### config.mk
export PLATFORM = sky130hd
export DESIGN_NAME = pipeline_scoreboard
export DESIGN_NICKNAME = d
export VERILOG_FILES = /design/src/rtl/pipeline_scoreboard.sv
export SDC_FILE = /design/constraint.sdc
export NUM_CORES = 1
export LEC_CHECK = 0
export BUFFER_PORTS_ARGS = -buffer_cell sky130_fd_sc_hd__clkbuf_2
export CAP_MARGIN = 25
export CORE_MARGIN = 1
export CORE_UTILIZATION = 55
export DETAILED_ROUTE_END_ITERATION = 12
export PLACE_DENSITY = 0.81
export REMOVE_ABC_BUFFERS = 1
export SYNTH_ARGS = -nofsm -noshare
export SYNTH_HDL_FRONTEND = slang
export SYNTH_SLANG_ARGS = --single-unit
### constraint.sdc
create_clock -name clk -period 2.6 [get_ports clk]
set_input_delay 0.13 -clock clk [delete_from_list [all_inputs] [get_ports clk]]
set_output_delay 0.13 -clock clk [all_outputs]
set_load 0.02 [all_outputs]
### src/rtl/pipeline_scoreboard.sv
// Hazard unit with a one-entry long-op scoreboard: load-use, busy-register and structural stalls plus redirect flushes.
// Latency: stall/flush are combinational (0 cycles); scoreboard state and counters update on the next edge.
module pipeline_scoreboard #(
    parameter int NUM_REGS = 32,
    parameter int AW       = 5,
    parameter int CNT_W    = 16
) (
    input  logic                clk,
    input  logic                rst_n,
    input  logic [AW-1:0]       rs1_id,
    input  logic [AW-1:0]       rs2_id,
    input  logic                rs1_used_id,
    input  logic                rs2_used_id,
    input  logic                long_op_id,
    input  logic                jal_id,
    input  logic [AW-1:0]       rd_ex,
    input  logic                memread_ex,
    input  logic                regwrite_ex,
    input  logic                long_issue_ex,
    input  logic                redirect_ex,
    input  logic                long_done,
    output logic                stall_if,
    output logic                stall_id,
    output logic                flush_if,
    output logic                flush_id,
    output logic                flush_ex,
    output logic                long_busy,
    output logic [NUM_REGS-1:0] busy_vec,
    output logic [CNT_W-1:0]    stall_count,
    output logic [CNT_W-1:0]    redirect_count,
    output logic                err
);

    if (2**AW != NUM_REGS) begin : g_bad_cfg
        $error("pipeline_scoreboard: 2**AW must equal NUM_REGS");
    end

    logic [NUM_REGS-1:0] busy_q, busy_d;
    logic                long_busy_q, long_busy_d;
    logic [AW-1:0]       long_rd_q, long_rd_d;
    logic [CNT_W-1:0]    stall_cnt_q, stall_cnt_d;
    logic [CNT_W-1:0]    redir_cnt_q, redir_cnt_d;
    logic                err_q, err_d;

    logic ld_use, rs1_wait, rs2_wait, sb_hit, struct_hz, hz;
    logic issue_acc, issue_ok, done_ok;

    // A source whose pending write lands this very cycle is readable through the write-through regfile.
    always_comb begin
        ld_use    = memread_ex & regwrite_ex & (rd_ex != '0) &
                    ((rs1_used_id & (rs1_id == rd_ex)) | (rs2_used_id & (rs2_id == rd_ex)));
        rs1_wait  = rs1_used_id & (rs1_id != '0) & busy_q[rs1_id] &
                    ~(long_done & (rs1_id == long_rd_q));
        rs2_wait  = rs2_used_id & (rs2_id != '0) & busy_q[rs2_id] &
                    ~(long_done & (rs2_id == long_rd_q));
        sb_hit    = rs1_wait | rs2_wait;
        struct_hz = long_op_id & long_busy_q & ~long_done;
        hz        = ld_use | sb_hit | struct_hz;
    end

    always_comb begin
        stall_if = 1'b0;
        stall_id = 1'b0;
        flush_if = 1'b0;
        flush_id = 1'b0;
        flush_ex = 1'b0;
        if (rst_n) begin
            if (redirect_ex) begin
                flush_if = 1'b1;
                flush_id = 1'b1;
            end else if (hz) begin
                stall_if = 1'b1;
                stall_id = 1'b1;
                flush_ex = 1'b1;
            end else if (jal_id) begin
                flush_if = 1'b1;
            end
        end
    end

    // Clear-before-set lets a same-cycle done and reissue to the same rd leave that register busy.
    always_comb begin
        issue_acc   = long_issue_ex & ~redirect_ex;
        done_ok     = long_done & long_busy_q;
        issue_ok    = issue_acc & (~long_busy_q | long_done);
        err_d       = err_q | (issue_acc & long_busy_q & ~long_done) | (long_done & ~long_busy_q);
        busy_d      = busy_q;
        long_busy_d = long_busy_q;
        long_rd_d   = long_rd_q;
        if (done_ok) begin
            busy_d[long_rd_q] = 1'b0;
            long_busy_d       = 1'b0;
        end
        if (issue_ok) begin
            long_busy_d = 1'b1;
            long_rd_d   = rd_ex;
            if (regwrite_ex && (rd_ex != '0)) begin
                busy_d[rd_ex] = 1'b1;
            end
        end
        stall_cnt_d = stall_cnt_q;
        if (hz && !redirect_ex && (stall_cnt_q != '1)) begin
            stall_cnt_d = stall_cnt_q + 1'b1;
        end
        redir_cnt_d = redir_cnt_q;
        if (redirect_ex && (redir_cnt_q != '1)) begin
            redir_cnt_d = redir_cnt_q + 1'b1;
        end
    end

    always_ff @(posedge clk or negedge rst_n) begin
        if (!rst_n) begin
            busy_q      <= '0;
            long_busy_q <= 1'b0;
            long_rd_q   <= '0;
            stall_cnt_q <= '0;
            redir_cnt_q <= '0;
            err_q       <= 1'b0;
        end else begin
            busy_q      <= busy_d;
            long_busy_q <= long_busy_d;
            long_rd_q   <= long_rd_d;
            stall_cnt_q <= stall_cnt_d;
            redir_cnt_q <= redir_cnt_d;
            err_q       <= err_d;
        end
    end

    always_comb begin
        busy_vec    = busy_q;
        busy_vec[0] = 1'b0;
    end

    assign long_busy      = long_busy_q;
    assign stall_count    = stall_cnt_q;
    assign redirect_count = redir_cnt_q;
    assign err            = err_q;

endmodule

==> flow_metrics.tcl, run 1 <==
set metrics [dict create \
    clock_latency_ns 0.35 \
    max-cap-violations 0 \
    period_minus_slack_ns 2.537 \
    core_area_sq_um 7408 \
    min_path_type "in -> reg" \
    post-dp-hpwl_mm 7.739 \
    area_delta_synth_final_pct 15.13 \
    cts_root_buffer "clkbuf_8" \
    ys_types 49 \
    nNetsFinal 502 \
    clock-skew-final_ns 0.01211 \
    fin_cells 577 \
    p_per_area_nw_per_um2 757.6 \
    synth_area_leaders "dfrtp_1 (41%), o21ai_0 (7.4%), xor2_1 (6.1%)" \
    synth_edf_count 0 \
    track_usage_pct 28.03 \
    num_vias 3519 \
    die_area_sq_um 8177 \
    slew_headroom_pct 59.83 \
    clockBufferDepth 2 \
    synth.largest_area_cell "dfrtp_1" \
    grt_overflow 0 \
    tightest_slew_ns 0.6025 \
    synth_flop_cell "dfrtp_1" \
    ys_seq_elements 71 \
    cts_tree "yes" \
    drive_gt1_share_pct 33.26 \
    synth_warnings 0 \
    drt-wirelength-per-cell_um 18.87 \
    ant_nets 0 \
    synth_top_area_share_pct 41.32 \
    status "completed" \
    grt_pass1_wl_mm 17.96 \
    critPathRequiredTime_ns 2.47 \
    grt_max_degree 49 \
    vias_per_cell 6.099 \
    portBuffers 95 \
    cts_inserted_buffers 9 \
    hold_violations 0 \
    rsz0062_at_grt "yes" \
    startpoint_type "flip-flop" \
    clock-sinks 71 \
    gp_congestion 0.9542 \
    drt_wl_total_mm 10.89 \
    die_w_um 90.43 \
    crit_arrival_ns 2.41 \
    final-max-slew-violation-count 0 \
    io_pins 97 \
    synth_cells 408 \
    crit_type "reg -> out" \
    drc 0 \
    setup_viol 0 \
    die_h_um 90.43 \
    fmax_mhz 394.2 \
    async_flop_share_pct 100.0 \
    p_total_w 0.003751 \
    drt_iter0_drc 221 \
    synth.yosys.seq_area_share_pct 41.32 \
    grt_pass1_vias 3598 \
    fillers 577 \
    htreeDepth 3 \
    setup.worst_path.end_class "primary output" \
    dr.pass1.iters 5 \
    initial_core_util_pct 58.05 \
    diodes 0 \
    fin_crit_sh_pct 97.57 \
    irDropWorstVdd_v 0.0004808 \
    clkSlewWorstSetupHoldPaths_ns 0.08 \
    antenna_found_initial 0 \
    cp_max_fo 4 \
    placed_cells 560 \
    fp-row-count 31 \
    syn_area_sq_um 4300 \
    synth_area_per_cell_sq_um 10.54 \
    p_leak_nw 2.327 \
]
-- critical path, stage by stage, from the launching register on --
cell and delay (ns):
dfrtp_1 0.42, mux4_1 0.52, mux2i_1 0.19, mux4_2 0.30
nor3_4 0.06, nor3_2 0.27, o211a_1 0.18, buf_4 0.13
-- Yosys cell counts, drive strengths merged, types with 7 or more instances --
cell type / number
mux2i: 7
xor2: 30
mux4: 17
inv: 7
nor2: 12
buf: 42
nor4: 10
dfrtp: 71
xnor2: 18
clkbuf: 13
nand2: 22
o21ai: 64
nand3: 19
mux2: 9
nand3b: 9
-- final timing paths --
check / startpoint / endpoint / slack, ns / cells past startpoint
setup reg to reg: busy_q[13] / stall_count[1] / 0.18 / 8
setup / recovery: busy_q[5] / flush_if / 0.06 / 7
hold / removal: long_issue_ex / long_busy / 0.04 / 3
max in group asynchronous: rst_n / busy_q[18] / 1.23 / 3
min in group asynchronous: rst_n / long_busy / 0.35 / 2
hold reg to reg: redirect_count[4] / redirect_count[4] / 0.49 / 1
-- final cells by class --
cell class / count / area (sq um) / area share [%]
clock buffer: 9 / 123.9 / 2.502
clock inverter: 6 / 157.7 / 3.184
inverter: 7 / 26.28 / 0.5307
multi-input combinational: 275 / 2137 / 43.16
sequential: 71 / 1777 / 35.89
tap: 99 / 123.9 / 2.502
timing repair buffer: 110 / 605.6 / 12.23
-- registers in the layout, indices dropped and copies added (netlist names) --
register and count:
err 1, stall_count 16, long_rd_q 5, redirect_count 16
busy_q 32, long_busy 1
-- cell usage in the layout (no fill, tap or decap), types with 5 or more instances in the layout --
cell       count
bufinv_16      5
dfrtp_1       71
buf_4         14
inv_1          7
and3_1         6
nand3_1       19
nand3b_1       9
clkbuf_8       9
clkbuf_2      93
mux2i_1        7
nand4_1        6
xnor2_1       18
xor2_1        30
mux4_2        13
o21ai_0       64
nor4_1         9
nand2_1       22
nor2_1        12
mux2_2         8
-- cells by family (layout without fill, tap and decap cells) --
group	count (synthesis)	in the layout	share of synthesized area [%]
adders and majority gates	2	2	0.5818
and+or+nand+nor	114	114	15.45
muxes	33	33	13.50
other	1	1	0.08720
AOI/OAI and AO/OA	77	77	10.21
DFF	71	71	41.32
xor gates and xnor gates	48	48	9.776
buffers and inverters	62	132	9.077
-- timing repair --
| action | CTS | global route |
|---|---|---|
| endpoints found under the hold margin | 23 | 0 |
| hold buffers | 1 | 0 |
| resized for setup | 2 | 4 |
| setup buffers | 1 | 0 |
| pin swaps | 2 | 0 |
| endpoints found under the setup margin | 4 | 1 |
-- report_power, final --
group          internal [W]  switching (W)
sequential          0.00128       0.000215
clock              0.000826       0.000434
combinational      0.000408       0.000590
-- routing by layer --
layer	up-vias	routed length, um	GRT usage [%]
li1	1555	-	-
met1	1745	4420	36.83
met2	189	5243	45.04
met3	30	936	5.976
met4	0	287	12.10
met5	-	0	0
-- metrics by stage --
step                      hold slack, ns  worst slack, ns  utilization [%]    TNS, ns  cell area, sq um
final                            0.03834          0.06312            66.83          0              4951
after global routing             0.04688        -0.006005            66.83  -0.006005              4951
after CTS                        0.03387          0.02768            66.90          0              4956
after detailed placement          0.1602          0.09191            62.71          0              4646
after global placement            0.1575           0.1223            62.71          0              4646
after floorplan                  -0.1656         0.007822                -          0              3936
Power figures use the tool's default switching activity.
==> run 2: changes to the inputs <==
- REMOVE_ABC_BUFFERS: 1 -> unset
==> flow_metrics.tcl, run 2 (same netlist as run 1, synthesis figures left out) <==
set metrics [dict create \
    met1_usage_pct 38.75 \
    fin_util_pct 66.12 \
    setup_ws_ns -0.01060 \
    crit_arrival_ns 2.48 \
    min_path_type "in -> reg" \
    drt_iter0_drc 308 \
    drc 0 \
    final-max-slew-violation-count 0 \
    drt_wl_total_mm 11.02 \
    clockBufferDepth 2 \
    post-dp-hpwl_mm 7.747 \
    p_leak_nw 2.308 \
    setup_viol 1 \
    area_delta_synth_final_pct 13.91 \
    die_h_um 90.43 \
    nNetsFinal 508 \
    portBuffers 95 \
    vias_per_cell 6.106 \
    violations "negative setup slack" \
    die_area_sq_um 8177 \
    clock-skew-final_ns 0.01160 \
    hold_violations 0 \
    p_total_w 0.003335 \
    fin_cells 584 \
    cp_max_fo 4 \
    cts_inserted_buffers 9 \
    grt_overflow 0 \
    clkSlewWorstSetupHoldPaths_ns 0.08 \
    fin_crit_sh_pct 100.4 \
    num_vias 3566 \
    regMostFlops "busy_q" \
    critPathRequiredTime_ns 2.47 \
    htreeDepth 3 \
    post-place-ws_ns -0.04127 \
    drt-wirelength-per-cell_um 18.87 \
    slew_headroom_pct 59.95 \
    io_pins 97 \
    tightest_slew_ns 0.6007 \
    clock-sinks 71 \
    gp_congestion 0.8764 \
    final_common_cell "clkbuf_2" \
    irDropWorstVdd_v 0.0005242 \
    p_per_area_nw_per_um2 680.9 \
    diodes 0 \
    antenna_found_initial 0 \
    layout_common_cells "clkbuf_2 (90), dfrtp_1 (71), o21ai_0 (64), xor2_1 (30), nand2_1 (22)" \
    startpoint_type "flip-flop" \
    initial_core_util_pct 58.05 \
    track_usage_pct 28.41 \
    clock_latency_ns 0.36 \
    fmax_mhz 383.1 \
    fp-row-count 31 \
    setup.worst_path.end_class "primary output" \
    drive_gt1_share_pct 34.23 \
    placed_cells 561 \
    grt_pass1_wl_mm 18.11 \
    die_w_um 90.43 \
    top_usage_layer "met2" \
    hold_ws_ns 0.02929 \
    period_minus_slack_ns 2.611 \
    status "complete, but fails checks" \
    max-cap-violations 0 \
    rsz0062_at_grt "yes" \
    largest_register_ff_count 32 \
    dr.pass1.iters 4 \
    core_area_sq_um 7408 \
    crit_type "reg -> out" \
    use_met2_pct 44.02 \
    cts_root_buffer "clkbuf_8" \
    grt_max_degree 48 \
    grt_use_met3_pct 7.660 \
    grt_pass1_vias 3528 \
    cts_tree "yes" \
    ant_nets 0 \
    synth_fp_nets 436 \
]
## run 2: changes by cell type in the layout (fill, tap and decap cells not counted), sizes merged
cell / before / now
buf: 16 / 25
bufinv: 5 / 0
clkbuf: 102 / 100
clkinv: 0 / 2
clkinvlp: 1 / 3
inv: 7 / 8
## run 2: layout make-up
class / count / area [sq um]
fillers: 590 / 2510
multi-input cells: 275 / 2143
flip-flops and latches: 71 / 1777
repair buffers: 116 / 645.6
clock buffers: 10 / 137.6
well taps: 99 / 123.9
clock inverters: 6 / 45.04
inverters: 7 / 26.28
## run 2: timing repair
| action | 4_1_cts | 5_1_grt |
|---|---|---|
| hold buffers | 1 | 0 |
| endpoints found under the setup margin | 4 | 4 |
| endpoints found under the hold margin | 24 | 0 |
| buffers inserted | 1 | 5 |
| gates resized for setup | 3 | 9 |
| pin swaps | 2 | 4 |
## run 2: metal layers
metal  routed length, um  vias up  share of wire, %
li1                    -     1569                 -
met1                4545     1745                41
met2                5303      217                48
met3                 914       35               8.3
met4                 258        0               2.3
met5                   0        -                 0
## run 2: final timing paths
path | start | endpoint | slack, ns | cells past startpoint
min in group asynchronous | rst_n | redirect_count[13] | 0.32 | 2
min | long_issue_ex | long_busy | 0.03 | 3
max | busy_q[23] | flush_if | -0.01 | 8
max reg2reg | busy_q[28] | stall_count[12] | 0.08 | 9
min reg2reg | err | err | 0.49 | 2
max in group asynchronous | rst_n | busy_q[6] | 1.24 | 3
## run 2: power breakdown
part / switching [W] / internal, W / total [W]
clock network: 0.000448 / 0.000375 / 0.000822
logic: 0.000596 / 0.000421 / 0.00102
registers: 0.000220 / 0.00128 / 0.00150
## run 2: worst max-delay path, stage by stage (launching register included)
cell and delay, ns:
dfrtp_1 0.42, mux4_2 0.48, mux2i_1 0.20, nand2_1 0.08
o211ai_1 0.22, a311oi_2 0.10, nor3_4 0.30, o211a_1 0.21
buf_6 0.12
## run 2: metrics by stage
step	TNS, ns	area, sq um
floorplan	0	4300
global placement	0	4641
detailed placement	-0.04701	4641
CTS	0	4858
global route	-0.1927	4898
finish	-0.01060	4898
==> run 3: changes to the inputs <==
- CORE_UTILIZATION: 55 -> 44
- PLACE_DENSITY: 0.81 -> 0.67
- REMOVE_ABC_BUFFERS: unset -> 1
==> flow_metrics.tcl, run 3 (same netlist as run 1, synthesis figures left out) <==
set metrics [dict create \
    num_vias 3530 \
    multiInputGateArea_sq_um 2161 \
    post-dp-hpwl_mm 8.004 \
    regMostFlops "busy_q" \
    layout_common_cells "clkbuf_2 (90), dfrtp_1 (71), o21ai_0 (64), xor2_1 (30), buf_4 (23)" \
    die_area_sq_um 10170 \
    p_leak_nw 2.338 \
    crit_arrival_ns 2.43 \
    dr.pass1.iters 5 \
    die_h_um 100.9 \
    antenna_found_initial 0 \
    drive_gt1_share_pct 35.86 \
    fp-row-count 35 \
    final-max-slew-violation-count 0 \
    fillers 862 \
    path_cells "mux4_2 > mux2i_2 > nand2_1 > o211ai_1 > a311oi_2 > nor3_4 > o211a_1 > buf_6" \
    clock-sinks 71 \
    rsz0062_at_grt "yes" \
    crit_slowest_cell "mux4_2" \
    p_per_area_nw_per_um2 703.0 \
    crit_type "reg -> out" \
    nNetsFinal 511 \
    portBuffers 95 \
    diodes 0 \
    fin_cells 617 \
    core_area_sq_um 9371 \
    startpoint_type "flip-flop" \
    cts_tree "yes" \
    track_usage_pct 23.02 \
    final_common_cell "clkbuf_2" \
    drc 0 \
    tightest_slew_ns 0.5638 \
    slew_headroom_pct 62.30 \
    htreeDepth 3 \
    place_area_sq_um 4713 \
    final_area_sq_um 5037 \
    fmax_mhz 391.2 \
    setup_ws_ns 0.04383 \
    period_minus_slack_ns 2.556 \
    grt_pass1_wl_mm 17.62 \
    fin_crit_sh_pct 98.31 \
    cp_max_fo 4 \
    max-cap-violations 0 \
    clock-skew-final_ns 0.009119 \
    status "completed" \
    drt-wirelength-per-cell_um 18.29 \
    tns_ns 0 \
    placed_cells 594 \
    largest_register_ff_count 32 \
    area_delta_synth_final_pct 17.14 \
    initial_core_util_pct 45.89 \
    grt_pass1_vias 3321 \
    cts_inserted_buffers 9 \
    irDropWorstVdd_v 0.0004835 \
    cp_num_buf_inv 1 \
    post-place-ws_ns 0.04014 \
    min_path_type "in -> reg" \
    clkSlewWorstSetupHoldPaths_ns 0.08 \
    critPathRequiredTime_ns 2.47 \
    die_w_um 100.9 \
    clockBufferDepth 2 \
    hold_violations 0 \
    grt_max_degree 33 \
    gp_congestion 0.8791 \
    fin_util_pct 53.75 \
    io_pins 97 \
    setup_viol 0 \
    vias_per_cell 5.721 \
    ff_latch_area_sq_um 1777 \
    ant_nets 0 \
    grt_overflow 0 \
    drt_wl_total_mm 11.29 \
    setup.worst_path.end_class "primary output" \
    clock_latency_ns 0.36 \
    path_delay_family "multiplexers" \
    slowest_delay_ns 0.49 \
    drt_iter0_drc 277 \
    cts_root_buffer "clkbuf_8" \
]
run 3: changes by cell type in the layout (fill, tap and decap cells not counted), sizes merged:
cell,before,now
buf,25,28
bufinv,0,2
clkinv,2,0
clkinvlp,3,2
inv,8,9
run 3: worst reg2reg max path, delay by kind of cell (launching register included):
kind,cells,cell delay [ns]
buffers and inverters,2,0.37
flip-flops,1,0.42
AND/OR/NAND/NOR,1,0.07
AO/OA/AOI/OAI,3,0.57
multiplexers,3,0.98
run 3: metal layers:
metal | track usage [%] | vias to the layer above | routed length, um
met4 | 8.696 | 0 | 216
met2 | 36.09 | 169 | 5316
met3 | 3.675 | 20 | 848
met5 | 0 | - | 0
li1 | - | 1577 | -
met1 | 32.26 | 1764 | 4905
run 3: layout make-up:
| type | count | area share (%) |
|---|---|---|
| Clock buffer | 10 | 2.534 |
| Clock inverter | 6 | 1.838 |
| Inverter | 7 | 0.5216 |
| Multi-Input combinational cell | 275 | 42.90 |
| Sequential cell | 71 | 35.27 |
| Tap cell | 129 | 3.204 |
| Timing Repair Buffer | 119 | 13.74 |
run 3: worst paths after layout:
path	startpoint	end	slack (ns)	depth (start not counted)
worst max-delay path	busy_q[22]	flush_if	0.04	8
worst min-delay path	long_issue_ex	long_busy	0.05	3
worst max register to register	busy_q[22]	stall_count[1]	0.07	9
worst min register to register	stall_count[8]	stall_count[8]	0.49	1
max in group asynchronous	rst_n	busy_q[13]	1.54	3
min in group asynchronous	rst_n	stall_count[8]	0.26	2
run 3: timing repair:
action | in CTS | in global routing
setup endpoints to repair | 4 | 4
pin swaps | 2 | 5
endpoints found under the hold margin | 14 | 0
hold buffers | 1 | 0
buffers inserted | 0 | 6
resized for setup | 3 | 20
run 3: power by group:
part / switching (W) / internal (W)
registers: 0.000211 / 0.00128
logic: 0.000614 / 0.000437
clock network: 0.000455 / 0.000547
run 3: metrics by stage:
stage          power (W)  hold slack [ns]
2_1_floorplan   0.002080          -0.1656
3_3_place_gp    0.002489           0.1087
3_5_place_dp    0.002518           0.1142
4_1_cts         0.003533          0.04905
5_1_grt         0.003714          0.06057
6_report        0.003541          0.05485
